--- src/rtl/floppy_pkg.sv ---
`default_nettype none
// ============================================================================
//  Module      : floppy_pkg
//  Description : Shared types, constants and helpers for the floppy drive
//                select / motor controller.
//  Revision    : 1.0 - initial release
// ============================================================================
package floppy_pkg;

    localparam int NUM_DRIVES_MAX           = 4;
    localparam int DRIVE_IDX_W              = 2;
    localparam int TRACK_W                  = 7;
    localparam int MS_CNT_W                 = 12;
    localparam int MOTOR_TIMEOUT_MS_DEFAULT = 3000;

    typedef logic [DRIVE_IDX_W-1:0] drive_idx_t;
    typedef logic [TRACK_W-1:0]     track_t;

    // Index of the lowest set bit; callers guarantee at least one bit is set.
    function automatic drive_idx_t lowest_set(input logic [NUM_DRIVES_MAX-1:0] bits);
        drive_idx_t idx;
        idx = '0;
        for (int i = NUM_DRIVES_MAX - 1; i >= 0; i--) begin
            if (bits[i]) begin
                idx = drive_idx_t'(i);
            end
        end
        return idx;
    endfunction

    // One-hot decode of a drive index.
    function automatic logic [NUM_DRIVES_MAX-1:0] drive_onehot(input drive_idx_t idx);
        logic [NUM_DRIVES_MAX-1:0] oh;
        oh      = '0;
        oh[idx] = 1'b1;
        return oh;
    endfunction

endpackage
`default_nettype wire

--- src/rtl/floppy_motor_timer.sv ---
`default_nettype none
// ============================================================================
//  Module      : floppy_motor_timer
//  Description : Millisecond prescaler plus 12-bit ms down-counter that keeps
//                the drive motor running for a fixed time after the last
//                select write.
//  Revision    : 1.0 - initial release
// ============================================================================
module floppy_motor_timer
    import floppy_pkg::*;
#(
    parameter int CLKS_PER_MS = 42578,
    parameter int TIMEOUT_MS  = MOTOR_TIMEOUT_MS_DEFAULT
) (
    input  logic clk,
    input  logic rst,
    input  logic load,
    input  logic clear,
    output logic active,
    output logic expire
);

    localparam int                    c_PRESC_W    = (CLKS_PER_MS > 1) ? $clog2(CLKS_PER_MS) : 1;
    localparam logic [c_PRESC_W-1:0]  c_PRESC_LAST = c_PRESC_W'(CLKS_PER_MS - 1);
    localparam logic [MS_CNT_W-1:0]   c_TIMEOUT    = MS_CNT_W'(TIMEOUT_MS);

    logic                 r_active;
    logic [MS_CNT_W-1:0]  r_count;
    logic [c_PRESC_W-1:0] r_presc;
    logic                 w_tick;
    logic                 w_last;

    assign w_tick = r_active && (r_presc == c_PRESC_LAST);
    // A count of 1 becomes 0 on this tick; 0 covers a zero-length timeout.
    assign w_last = (r_count <= MS_CNT_W'(1));

    assign active = r_active;
    assign expire = w_tick && w_last;

    // Prescaler and ms counter; a load always beats a coincident expiry.
    always_ff @(posedge clk) begin
        if (rst) begin
            r_active <= 1'b0;
            r_count  <= '0;
            r_presc  <= '0;
        end else if (load) begin
            r_active <= 1'b1;
            r_count  <= c_TIMEOUT;
            r_presc  <= '0;
        end else if (clear) begin
            r_active <= 1'b0;
            r_count  <= '0;
            r_presc  <= '0;
        end else if (r_active) begin
            if (w_tick) begin
                r_presc <= '0;
                if (w_last) begin
                    r_active <= 1'b0;
                    r_count  <= '0;
                end else begin
                    r_count <= r_count - MS_CNT_W'(1);
                end
            end else begin
                r_presc <= r_presc + c_PRESC_W'(1);
            end
        end
    end

endmodule
`default_nettype wire

--- src/rtl/floppy_drive_ctrl.sv ---
`default_nettype none
// ============================================================================
//  Module      : floppy_drive_ctrl
//  Description : Drive-select latch, motor timeout and per-drive signal
//                routing between one FDC and up to four floppy instances.
//  Revision    : 1.0 - initial release
// ============================================================================
module floppy_drive_ctrl
    import floppy_pkg::*;
#(
    parameter int SYS_CLK          = 42578000,
    parameter int MOTOR_TIMEOUT_MS = MOTOR_TIMEOUT_MS_DEFAULT,
    parameter int NUM_DRIVES       = 4
) (
    input  logic                                    clk,
    input  logic                                    reset,
    input  logic                                    sel_wr,
    input  logic [NUM_DRIVES_MAX-1:0]               sel_data,
    input  logic                                    step_in,
    input  logic                                    step_out,
    input  logic [NUM_DRIVES_MAX-1:0]               drive_present,
    input  logic [NUM_DRIVES_MAX-1:0]               drv_ready,
    input  logic [NUM_DRIVES_MAX-1:0]               drv_index,
    input  logic [NUM_DRIVES_MAX-1:0][TRACK_W-1:0]  drv_track,
    output logic [NUM_DRIVES_MAX-1:0]               drv_select,
    output logic [NUM_DRIVES_MAX-1:0]               drv_motor_on,
    output logic [NUM_DRIVES_MAX-1:0]               drv_step_in,
    output logic [NUM_DRIVES_MAX-1:0]               drv_step_out,
    output logic                                    ready,
    output logic                                    index,
    output logic [TRACK_W-1:0]                      track,
    output logic [DRIVE_IDX_W-1:0]                  cur_drive,
    output logic                                    motor_active
);

    localparam int                        c_CLKS_PER_MS = (SYS_CLK / 1000 > 0) ? SYS_CLK / 1000 : 1;
    // Select bits for drives that are not instantiated are ignored.
    localparam logic [NUM_DRIVES_MAX-1:0] c_SEL_MASK    = NUM_DRIVES_MAX'((1 << NUM_DRIVES) - 1);

    logic                      r_cur_valid;
    drive_idx_t                r_cur_drive;
    logic [NUM_DRIVES_MAX-1:0] r_drv_select;
    logic [NUM_DRIVES_MAX-1:0] r_drv_step_in;
    logic [NUM_DRIVES_MAX-1:0] r_drv_step_out;

    logic [NUM_DRIVES_MAX-1:0] w_sel_masked;
    logic                      w_sel_any;
    logic                      w_active;
    logic                      w_expire;
    logic                      w_valid_nxt;
    drive_idx_t                w_drive_nxt;
    logic [NUM_DRIVES_MAX-1:0] w_cur_onehot;

    assign w_sel_masked = sel_data & c_SEL_MASK;
    assign w_sel_any    = |w_sel_masked;
    assign w_cur_onehot = drive_onehot(r_cur_drive);

    floppy_motor_timer #(
        .CLKS_PER_MS (c_CLKS_PER_MS),
        .TIMEOUT_MS  (MOTOR_TIMEOUT_MS)
    ) u_motor_timer (
        .clk    (clk),
        .rst    (reset),
        .load   (sel_wr & w_sel_any),
        .clear  (sel_wr & ~w_sel_any),
        .active (w_active),
        .expire (w_expire)
    );

    // Next select-latch state: a write wins over a coincident expiry; the
    // drive index is kept on deselect so track stays meaningful.
    always_comb begin
        w_valid_nxt = r_cur_valid;
        w_drive_nxt = r_cur_drive;
        if (sel_wr) begin
            if (w_sel_any) begin
                w_valid_nxt = 1'b1;
                w_drive_nxt = lowest_set(w_sel_masked);
            end else begin
                w_valid_nxt = 1'b0;
            end
        end else if (w_expire) begin
            w_valid_nxt = 1'b0;
        end
    end

    // Select latch and registered per-drive outputs; steps route through the
    // pre-write latch so a select change hands the level over one cycle later.
    always_ff @(posedge clk) begin
        if (reset) begin
            r_cur_valid    <= 1'b0;
            r_cur_drive    <= '0;
            r_drv_select   <= '0;
            r_drv_step_in  <= '0;
            r_drv_step_out <= '0;
        end else begin
            r_cur_valid    <= w_valid_nxt;
            r_cur_drive    <= w_drive_nxt;
            r_drv_select   <= w_valid_nxt ? drive_onehot(w_drive_nxt) : '0;
            r_drv_step_in  <= (r_cur_valid && step_in)  ? w_cur_onehot : '0;
            r_drv_step_out <= (r_cur_valid && step_out) ? w_cur_onehot : '0;
        end
    end

    assign drv_select   = r_drv_select;
    assign drv_motor_on = r_drv_select;
    assign drv_step_in  = r_drv_step_in;
    assign drv_step_out = r_drv_step_out;
    assign cur_drive    = r_cur_drive;
    assign motor_active = w_active;

    assign ready = r_cur_valid & drive_present[r_cur_drive] & drv_ready[r_cur_drive];
    assign index = r_cur_valid & drv_index[r_cur_drive];
    assign track = drv_track[r_cur_drive];

endmodule
`default_nettype wire

--- config.mk ---
export PLATFORM = sky130hd
export DESIGN_NAME = floppy_drive_ctrl
export DESIGN_NICKNAME = d
export VERILOG_FILES = /design/src/rtl/floppy_pkg.sv /design/src/rtl/floppy_motor_timer.sv /design/src/rtl/floppy_drive_ctrl.sv
export SDC_FILE = /design/constraint.sdc
export NUM_CORES = 1
export LEC_CHECK = 0
export BUFFER_PORTS_ARGS = -buffer_cell sky130_fd_sc_hd__buf_2
export CAP_MARGIN = 20
export CORE_UTILIZATION = 54
export CTS_CLUSTER_DIAMETER = 30
export DETAILED_ROUTE_END_ITERATION = 12
export PLACE_DENSITY = 0.89
export SLEW_MARGIN = 15
export SYNTH_ARGS = -nofsm -noshare
export SYNTH_HDL_FRONTEND = slang
export SYNTH_HIERARCHICAL = 1
export SYNTH_SLANG_ARGS = --single-unit
--- constraint.sdc ---
create_clock -name clk -period 3.6 [get_ports clk]
set_input_delay 0.72 -clock clk [delete_from_list [all_inputs] [get_ports clk]]
set_output_delay 0.72 -clock clk [all_outputs]
set_load 0.01 [all_outputs]
# Word level (Yosys, flattened, before mapping)
# Cells that the tools add are included.
# word_totals
word_cells	73
out_inout_bits	28
reg_bits	44
inputBits	49
# op_classes
magnitude_cmp	5
addsub	2
bitwise_logic	9
muxes	32
n_eq_ne	1
n_reduce_logical	15
# ops
operator	count
$mux 12	5
$add 16x1->16 const B	1
$eq 16x16->1 const B	1
$mux 16	1
$bmux 7 s2	1
$mux 1	13
$le 12x1->1 const B	1
$mux 2	6
$sub 12x1->12 const B	1
$mux 7	1
$bmux 1 s2	3
$logic_and 1x1->1	6
$lt 2x3->1 const B	2
$reduce_bool 3->1	2
$reduce_or 2->1	3
$and 1x1->1	5
$demux 1 s2	2
$ge 2x1->1 const B	2
$not 1->1	4
$reduce_and 2->1	2
$reduce_or 4->1	1
$reduce_or 3->1	1

# Logic depth before layout (Yosys ltp)
# logic_depth
word_depth	10
depth_mapped	9
ltp_nobuf	8

# Modules after synthesis
# The synthesis kept the hierarchy.
# by_module_without_submodules
mod	area_per_inst_um2	cells_each	n_inst
floppy_motor_timer	1536.5	183	1
floppy_drive_ctrl	808.3	71	1

# Least setup slack after synthesis
# No wires, ideal clock.
# synth_path
kind	input -> register
start	in sel_data[0]
end	reg u_motor_timer.r_count[2]
n_path_buf	1
setup_time_ns	0.075
setup_slack_ns	1.426
arrival_ns	2.099
path_stages	6
path_cell_list	nor4_1 > nor2b_1 > or3_1 > clkbuf_1 > or3_1 > o22ai_1
# synth_between
elab_chain_len	4
word_cells_on_any_way	5
cone_classes	bitwise: 3; reduce/logical: 2
# synth_rtl
element	line_no	rtl
from (decl)	floppy_drive_ctrl.sv:18	input logic [NUM_DRIVES_MAX-1:0] sel_data,
$reduce_or 4->1 *	floppy_drive_ctrl.sv:55	assign w_sel_any = |w_sel_masked;
$not 1->1	floppy_drive_ctrl.sv:65	.clear (sel_wr & ~w_sel_any),
$and 1x1->1	floppy_drive_ctrl.sv:65	
$reduce_or 3->1 (no line) *	-	
to (signal assigned)	floppy_motor_timer.sv:48	r_count <= c_TIMEOUT;
to (signal assigned)	floppy_motor_timer.sv:61	r_count <= r_count - MS_CNT_W'(1);
to (decl)	floppy_motor_timer.sv:28	logic [MS_CNT_W-1:0] r_count;
# Mark *: on every way between the ends. The rest lies on a longest branch, timed or not.
# A chain may end at the register's enable or synchronous reset.

# Final worst setup path
# layout_path
start	reg r_cur_drive[0], in the netlist cur_drive[0]
end	out index
# layout_between
elab_chain_len	3
# layout_rtl
element	line_no	rtl
from (decl)	floppy_drive_ctrl.sv:41	drive_idx_t r_cur_drive;
from (signal assigned)	floppy_drive_ctrl.sv:98	r_cur_drive <= w_drive_nxt;
$bmux 1 s2	floppy_drive_ctrl.sv:113	assign index = r_cur_valid & drv_index[r_cur_drive];
$mux 1 (not written as such)	floppy_drive_ctrl.sv:113	
$and 1x1->1	floppy_drive_ctrl.sv:113	
to (decl)	floppy_drive_ctrl.sv:30	output logic index,
# Every way passes these cells. The select of a mux whose other input is x is not followed.

==> impl_metrics.py <==
metrics = {
    "routing": {
        "wire_per_inst_microns": 15.3,
        "ant_nets": 0,
        "vias": 2262,
        "met1_length_microns": 2450,
        "detail_route.iter0.violations": 211,
        "vias_per_cell": 6.02,
        "firstDrtPassIters": 6,
        "drc": 0,
        "wl_microns": 5770,
        "met3_length_microns": 333,
        "route.met2.wl_microns": 2880,
        "top_layer": "met4",
    },
    "die": {
        "die-area_sq_um": 4610,
        "io_pins": 77,
        "fp-row-count": 23,
        "coreArea_sq_um": 4090,
        "die_y_microns": 67.9,
        "initial_core_util": 0.574,
        "fp.dieW_microns": 67.9,
    },
    "layout": {
        "syn_to_final_growth_pct": 20.3,
        "stdcell_area_sq_um": 2820,
        "fin_nets": 378,
        "drive_above_1_share": 0.288,
        "fin_cells": 376,
        "antenna_cells": 0,
        "final_util": 0.690,
    },
    "yosys": {
        "synth.top_cell.area_share": 0.376,
        "ys_types": 52,
        "postSynthAreaPerCell_sq_um": 9.23,
        "synthCells": 254,
        "synth_top_cell_by_area": "dfxtp_1",
        "synth-simple-area-share": 0.291,
        "async_flop_share": 0,
        "synth_mux_area_frac": 0.0848,
        "synth_top_family_by_area": "simple AND/OR/NAND/NOR gates",
        "synth_xor_area_frac": 0.0486,
        "synthAdderAreaFrac": 0.0213,
        "ys.flop_type": "dfxtp_1",
        "synth-edff-count": 0,
        "synth-seq-cells": 44,
        "ys_seq_area_frac": 0.376,
        "synth_compound_area_frac": 0.126,
        "yosysMostFrequentCell": "dfxtp_1",
        "syn_nets": 307,
        "yosys_warnings": 6,
        "synth_area_sq_um": 2340,
        "synthTopCellsByCount": "44 x dfxtp_1, 28 x nor2_1, 19 x nand2_1",
        "yosys-top-cells-area": "dfxtp_1 38%, mux4_1 5.6%, nor2_1 4.5%, xnor2_1 3.4%, nand2_1 3.0%",
    },
    "clock_network": {
        "post_cts_buffers": 0,
        "cts_buffer_depth": 2,
        "path_clk_slew_ns": 0.08,
        "numCtsBuffers": 5,
        "htree_levels": 2,
        "cts_root_buffer": "clkbuf_8",
        "clk_latency_ns": 0.30,
        "ctsResizeCount": 0,
        "cts_sinks": 44,
        "hold_buffers": 0,
        "cts_tree": "done",
    },
    "critical_path": {
        "worstPathRequired_ns": 2.88,
        "path_cells": "mux4_2 -> and2_1 -> buf_2",
        "worst-setup-path-type": "flip-flop to output pin",
        "slowest_delay_ns": 0.85,
        "r2r-start": "u_motor_timer/r_presc[0]",
        "crit_fanout": 20,
        "endpoint_kind": "output pin",
        "cp_data_arrival_time_ns": 2.02,
        "crit_slowest_cell": "dfxtp_1",
        "critPathLaunch": "cur_drive[0]",
        "worstSetupStartpointType": "flip-flop",
    },
    "grt": {
        "grt_first_pass_wirelength_microns": 9370,
        "grt_util_all_layers": 0.269,
        "antenna_found_initial": 0,
        "grt_start_max_net_pins": 27,
        "overflow": 0,
        "grt_pass1_vias": 2094,
    },
    "min_path": {
        "hp-start": "u_motor_timer/r_count[1]",
        "hp-class": "flip-flop to flip-flop",
    },
    "place": {
        "port_buffers": 76,
        "place.gp.congestion": 0.893,
        "place_area_sq_um": 2710,
        "place_hpwl_microns": 4300,
        "dp_cells": 368,
    },
    "sta": {
        "fin_skew_ns": 0.0109,
        "slew_headroom": 0.460,
        "worstMarginPinSlew_ns": 0.808,
        "fin_tns_setup_ns": 0,
        "setup_viol": 0,
        "post-route-min-period_ns": 2.74,
        "rsz0062_at_grt": "false",
        "max_freq_ghz": 0.364,
        "drv_slew": 0,
        "finalHoldViolations": 0,
        "fin_crit_sh": 0.762,
    },
    "pwr": {
        "vdd_drop_max_v": 0.000276,
        "power_density_nw_per_um2": 368,
        "leakage_nw": 1.13,
    },
    "status": {
        "status": "finished clean",
    },
    "run": {
        "max_cap_viol_count": 0,
    },
}
where the power goes:
| part | switching, W | internal [W] | leakage, nW |
|---|---|---|---|
| clock network | 0.000163 | 0.000206 | 0.0552 |
| registers | 0.0000231 | 0.000501 | 0.358 |
| logic | 0.0000701 | 0.0000744 | 0.713 |
| total | 0.000256 | 0.000781 | 1.13 |
stage by stage:
stage	worst slack, ns	hold slack, ns	power (W)
2_1_floorplan	1.43	0.447	0.000620
3_3_place_gp	1.20	0.480	0.000671
3_5_place_dp	1.12	0.502	0.000677
4_1_cts	0.831	0.511	0.00104
5_1_grt	0.747	0.525	0.00109
6_report	0.856	0.517	0.00104
sequential cells by signal (all words and copies together), names as in the netlist:
name	cells
r_cur_valid	1
u_motor_timer/r_count	12
drv_step_out	4
drv_motor_on	4
drv_step_in	4
u_motor_timer/r_presc	16
u_motor_timer/active	1
cur_drive	2
path summary, 6_finish.rpt:
path	to	slack (ns)	cells after the start
max	index	0.86	3
min	u_motor_timer/r_count[1]	0.52	2
max reg2reg	drv_motor_on[0]	1.40	8
min reg2reg	u_motor_timer/r_count[1]	0.52	2
cells by family after synthesis:
group / count (synthesis)
flops: 44
xor+xnor: 13
simple gates: 120
compound gates: 42
mux: 8
fa+ha+maj: 4
buf+inv: 23
layout make-up:
class | instances | area [sq um]
Clock buffer | 6 | 72.6
Clock inverter | 2 | 35.0
Fill cell | 322 | 1260
Inverter | 9 | 33.8
Multi-Input combinational cell | 187 | 1340
Sequential cell | 44 | 881
Tap cell | 50 | 62.6
Timing Repair Buffer | 78 | 395
cells in the final DEF, fill, tap and decap left out, drive strengths merged, types with 5 or more instances in the layout:
cell type  netlist  routed
or3              6       6
clkbuf           3       6
nand3b           6       6
nand2b           6       6
buf             11      78
nand4            8       8
o211ai           9       9
mux4             8       8
nand3            6       6
a21oi           10      10
nor3             8       8
nor4            10      10
nor2            28      28
o21ai            5       5
nand2           19      19
or4              5       5
inv              9       9
dfxtp           44      44
xnor2            9       9
worst max-delay path, delay by kind of cell, from the launching register on:
family        cells  cell delay, ns
flops             1            0.85
buf+inv           1            0.13
mux               1            0.59
simple gates      1            0.16
metal layers:
layer,vias to the layer above,track usage
met3,18,0.0650
met1,1063,0.341
met5,-,0
met2,95,0.450
li1,1086,-
met4,0,0.0807
No activity file was read; power rests on OpenSTA's default activity.
